### src/rtl/dump_ctrl.sv
// dump_ctrl: walks the capture RAMs from the oldest sample and hands each
// byte of one channel to the host UART through a send/sent handshake.
//
// state     | meaning
// ----------+----------------------------------------------------------
// IDLE      | waiting for dump_req; rejects bad requests with dump_err
// READ      | raddr presented, RAM read data settling
// LOAD      | capture RAM byte into resp and pulse send_resp
// WAIT_SENT | hold raddr/resp until the UART reports resp_sent
// DONE      | pulse dump_done, drop dump_busy
module dump_ctrl #(
  parameter int ENTRIES = 384,
  parameter int LOG2    = 9
) (
  input  logic            clk,
  input  logic            rst_n,
  input  logic            dump_req,
  input  logic [2:0]      dump_ch,
  input  logic            capture_done,
  input  logic [LOG2-1:0] start_addr,
  input  logic [7:0]      rdataCH1,
  input  logic [7:0]      rdataCH2,
  input  logic [7:0]      rdataCH3,
  input  logic [7:0]      rdataCH4,
  input  logic [7:0]      rdataCH5,
  input  logic            resp_sent,
  output logic [LOG2-1:0] raddr,
  output logic [7:0]      resp,
  output logic            send_resp,
  output logic            dump_busy,
  output logic            dump_done,
  output logic            dump_err
);

  typedef enum logic [2:0] {
    IDLE      = 3'd0,
    READ      = 3'd1,
    LOAD      = 3'd2,
    WAIT_SENT = 3'd3,
    DONE      = 3'd4
  } state_t;

  // Wrap point of the circular buffer; ENTRIES need not be a power of two.
  localparam logic [LOG2-1:0] LAST = LOG2'(ENTRIES - 1);

  state_t          state;
  logic [LOG2-1:0] count;
  logic [2:0]      ch;
  logic [7:0]      rdata_sel;
  logic            ch_ok;

  assign ch_ok = (dump_ch >= 3'd1) && (dump_ch <= 3'd5);

  // Read-data mux for the channel latched at request acceptance.
  always_comb begin
    rdata_sel = 8'h00;
    case (ch)
      3'd1:    rdata_sel = rdataCH1;
      3'd2:    rdata_sel = rdataCH2;
      3'd3:    rdata_sel = rdataCH3;
      3'd4:    rdata_sel = rdataCH4;
      3'd5:    rdata_sel = rdataCH5;
      default: rdata_sel = 8'h00;
    endcase
  end

  // Dump sequencer; the single-cycle pulses default low every cycle.
  always_ff @(posedge clk or negedge rst_n) begin
    if (!rst_n) begin
      state     <= IDLE;
      raddr     <= '0;
      resp      <= 8'h00;
      send_resp <= 1'b0;
      dump_busy <= 1'b0;
      dump_done <= 1'b0;
      dump_err  <= 1'b0;
      count     <= '0;
      ch        <= 3'd0;
    end else begin
      send_resp <= 1'b0;
      dump_done <= 1'b0;
      dump_err  <= 1'b0;
      case (state)
        IDLE: begin
          if (dump_req) begin
            if (capture_done && ch_ok) begin
              ch        <= dump_ch;
              raddr     <= start_addr;
              count     <= '0;
              dump_busy <= 1'b1;
              state     <= READ;
            end else begin
              dump_err <= 1'b1;
            end
          end
        end
        READ: state <= LOAD;
        LOAD: begin
          resp      <= rdata_sel;
          send_resp <= 1'b1;
          state     <= WAIT_SENT;
        end
        WAIT_SENT: begin
          if (resp_sent) begin
            if (count == LAST) begin
              state <= DONE;
            end else begin
              count <= count + 1'b1;
              raddr <= (raddr == LAST) ? '0 : raddr + 1'b1;
              state <= READ;
            end
          end
        end
        DONE: begin
          dump_done <= 1'b1;
          dump_busy <= 1'b0;
          state     <= IDLE;
        end
        default: state <= IDLE;
      endcase
    end
  end

endmodule

### config.mk
export PLATFORM = sky130hd
export DESIGN_NAME = dump_ctrl
export DESIGN_NICKNAME = d
export VERILOG_FILES = /design/src/rtl/dump_ctrl.sv
export SDC_FILE = /design/constraint.sdc
export NUM_CORES = 1
export LEC_CHECK = 0
export CORE_AREA = 2 2 89 74
export CTS_BUF_LIST = sky130_fd_sc_hd__clkbuf_16
export DETAILED_ROUTE_END_ITERATION = 6
export DIE_AREA = 0 0 91 76
export HOLD_SLACK_MARGIN = 0.02
export PLACE_DENSITY_LB_ADDON = 0.2
export RECOVER_POWER = 50
export SYNTH_ARGS = -nofsm -noshare
export SYNTH_HDL_FRONTEND = slang
export SYNTH_SLANG_ARGS = --single-unit
export TNS_END_PERCENT = 5
### constraint.sdc
create_clock -name clk -period 1.77 [get_ports clk]
set_clock_uncertainty 0.05 [all_clocks]
set_input_delay 0.2655 -clock clk [delete_from_list [all_inputs] [get_ports clk]]
set_output_delay 0.2655 -clock clk [all_outputs]
set_load 0.02 [all_outputs]
==> impl_metrics.ini <==
[run_status]
outcome = finished, final reports clean

[drt]
drtAntennaViolNets = 0
viasPerCell = 5.352
dr.pass1.iters = 4
drtIter0Drc = 69
vias = 2253
drc = 0
wirelength_microns = 6297
wl_per_cell_microns = 14.96

[critical_path]
r2r-start = raddr[0]$_DFFE_PN0P_
reg2reg_to = raddr[8]$_DFFE_PN0P_
r2r.worst_path.cells = 6
path_cells = ha_2 > nand4_1 > buf_4 > or3_1 > o31ai_2 > a22o_1
max_stage_delay_ns = 0.38
crit_path_end_kind = flop
startpoint = raddr[0]$_DFFE_PN0P_
critPathKind = reg2reg
crit_path_max_fanout = 3
start_kind = flop
worstPathRequired_ns = 1.94
rrSetupSlack_ns = 0.02
crit_slowest_cell = or3_1
cp_data_arrival_time_ns = 1.92

[clocking]
clockRootBuffer = clkbuf_16
path_clk_slew_ns = 0.06
cts_made_buffers = 5
htree_num_levels = 2
clock_latency_ns = 0.28
clockBufferDepth = 2
cts_tree = built
clock_sinks = 36

[cells_and_area]
final_common_cell = clkdlybuf4s50_1
antennaDiodeCount = 0
fin_area_sq_um = 3608
most-common-layout-cells = clkdlybuf4s50_1 (76), buf_4 (37), dfrtp_1 (31)
drive_above_1_share = 0.2493
area_delta_synth_final_pct = 54.80
layout.nets = 395

[floorplanning]
core-area_sq_um = 6116
die-height_microns = 76
row_count = 26
die_w_microns = 91
initial_utilization = 0.3811
dieArea_sq_um = 6916
io_pins = 78

[logic_synthesis]
synth_warnings = 0
synth_seq_cells = 36
avgSynthCellArea_sq_um = 10.18
synth_ff_type = dfrtp_1
netlist-cell-type-count = 55
async_flop_share = 1.000
syn-cell-area_sq_um = 2331
synth_top_area_share = 0.3865
yosysSeqAreaShare = 0.3865
synth_top_area_cell = dfrtp_1
synth_fp_nets = 288
synth.area.top_cells = dfrtp_1 (39%), mux2_2 (6.8%), a22o_1 (4.5%), mux2i_1 (3.9%), nand3_1 (3.0%)
synth_edf_count = 0
syn_inst = 229

[timing]
finalSetupViolCount = 0
hold_viol_final = 0
report.final.slew_viol_count = 0
relSlewSlack = 0.3029
tightest_slew_ns = 1.046
timing.setup.tns_ns = 0
min_period_ns = 1.754
post-route-period-util = 0.9911
fmax_mhz = 570.1
grt_setup_unrepaired = true

[global_routing]
grt_max_degree = 21
track_usage = 0.1913
antenna_found_initial = 0
grt_pass1_vias = 2160
grt_pass1_wl_microns = 10690
grt_overflow = 0

[worst_hold_path]
min_from = resp[6]$_DFFE_PN0P_
hp-class = reg2reg
min_to = resp[6]$_DFFE_PN0P_
min_path_cells = 1

[placed_design]
io_buffers = 77
placed_cell_area_sq_um = 3402
hpwl_microns = 4835
gp_congestion = 0.8193

[flow_run]
drv_cap = 0

[power]
power_leakage_uw = 0.001496
p_total_uw = 5781
peakVddDrop_mv = 0.6349
p_per_area_nw_per_um2 = 1602
[per-stage QoR]
step,setup WS [ns],hold slack (ns),utilization,instances
floorplan,-0.04078,-0.08009,-,229
global placement,-0.2179,0.1799,0.5563,412
detailed placement,-0.2692,0.1792,0.5563,412
CTS,-0.008725,0.4280,0.5859,421
global route,-0.07806,0.4861,0.5900,421
finish,0.01582,0.4649,0.5900,421
[where the power goes]
group / switching (uW) / internal, uW
logic: 1620 / 1710
clock network: 335 / 661
registers: 331 / 1120
total: 2290 / 3500
[layout make-up]
class	count	area [sq um]
clock buffer	5	125.1
clock inverter	3	42.54
fill	560	2507
inverter	6	22.52
multi-input combinational	170	1323
sequential	36	907.1
tap	84	105.1
timing repair buffer	117	1084
[registers in the layout, summed over array words and instances (netlist names), 3 cells and up]
| signal | flops |
|---|---|
| raddr | 9 |
| resp | 8 |
| count | 9 |
| ch | 3 |
| state | 3 |
[cell families after synthesis]
logic type / count (synthesis) / synth area share
compound gates: 72 / 0.2475
fa+ha+maj: 2 / 0.01073
buf+inv: 23 / 0.06065
flops: 36 / 0.3865
mux: 23 / 0.1063
simple gates: 73 / 0.1884
[worst max-delay path by stage]
stage	slack [ns]	endpoint
3_3_place_gp	-0.22	count[3]$_DFFE_PN0P_
3_5_place_dp	-0.27	count[0]$_DFFE_PN0P_
6_report	0.02	raddr[8]$_DFFE_PN0P_
2_1_floorplan	-0.04	count[8]$_DFFE_PN0P_
4_1_cts	-0.009	count[3]$_DFFE_PN0P_
5_1_grt	-0.08	raddr[8]$_DFFE_PN0P_
[cells in the mapped netlist (all sizes together) (3+ instances only)]
master,number
a211oi,5
a221o,4
a22o,12
a22oi,8
a2bb2oi,4
and2,3
and3,5
buf,13
clkbuf,4
dfrtp,36
inv,6
mux2,14
mux2i,9
nand2,15
nand3,14
nand4,4
nor2,10
nor3,5
o21ai,11
o22ai,9
o31ai,4
[routing by layer]
metal | up-vias | share of wire | global-route usage
met1 | 1075 | 0.49 | 0.2929
li1 | 1106 | - | -
met4 | 0 | 0.0094 | 0.04091
met2 | 67 | 0.44 | 0.2726
met3 | 5 | 0.059 | 0.04649
met5 | - | 0 | 0
[critical path, delay by kind of cell (launching register included)]
kind	cells	cell delay [ns]
and+or+nand+nor	2	0.53
DFF	1	0.36
AOI/OAI and AO/OA	2	0.38
buffers and inverters	1	0.19
adders and majority gates	1	0.19
[timing repair]
item / CTS / global route
pin swaps: 2 / 2
hold buffers: 1 / 0
endpoints found under the hold margin: 16 / 0
endpoints found under the setup margin: 15 / 29
gates resized for setup: 2 / 9
setup buffers: 0 / 0
Note: power is estimated with default switching activity, not from simulation.
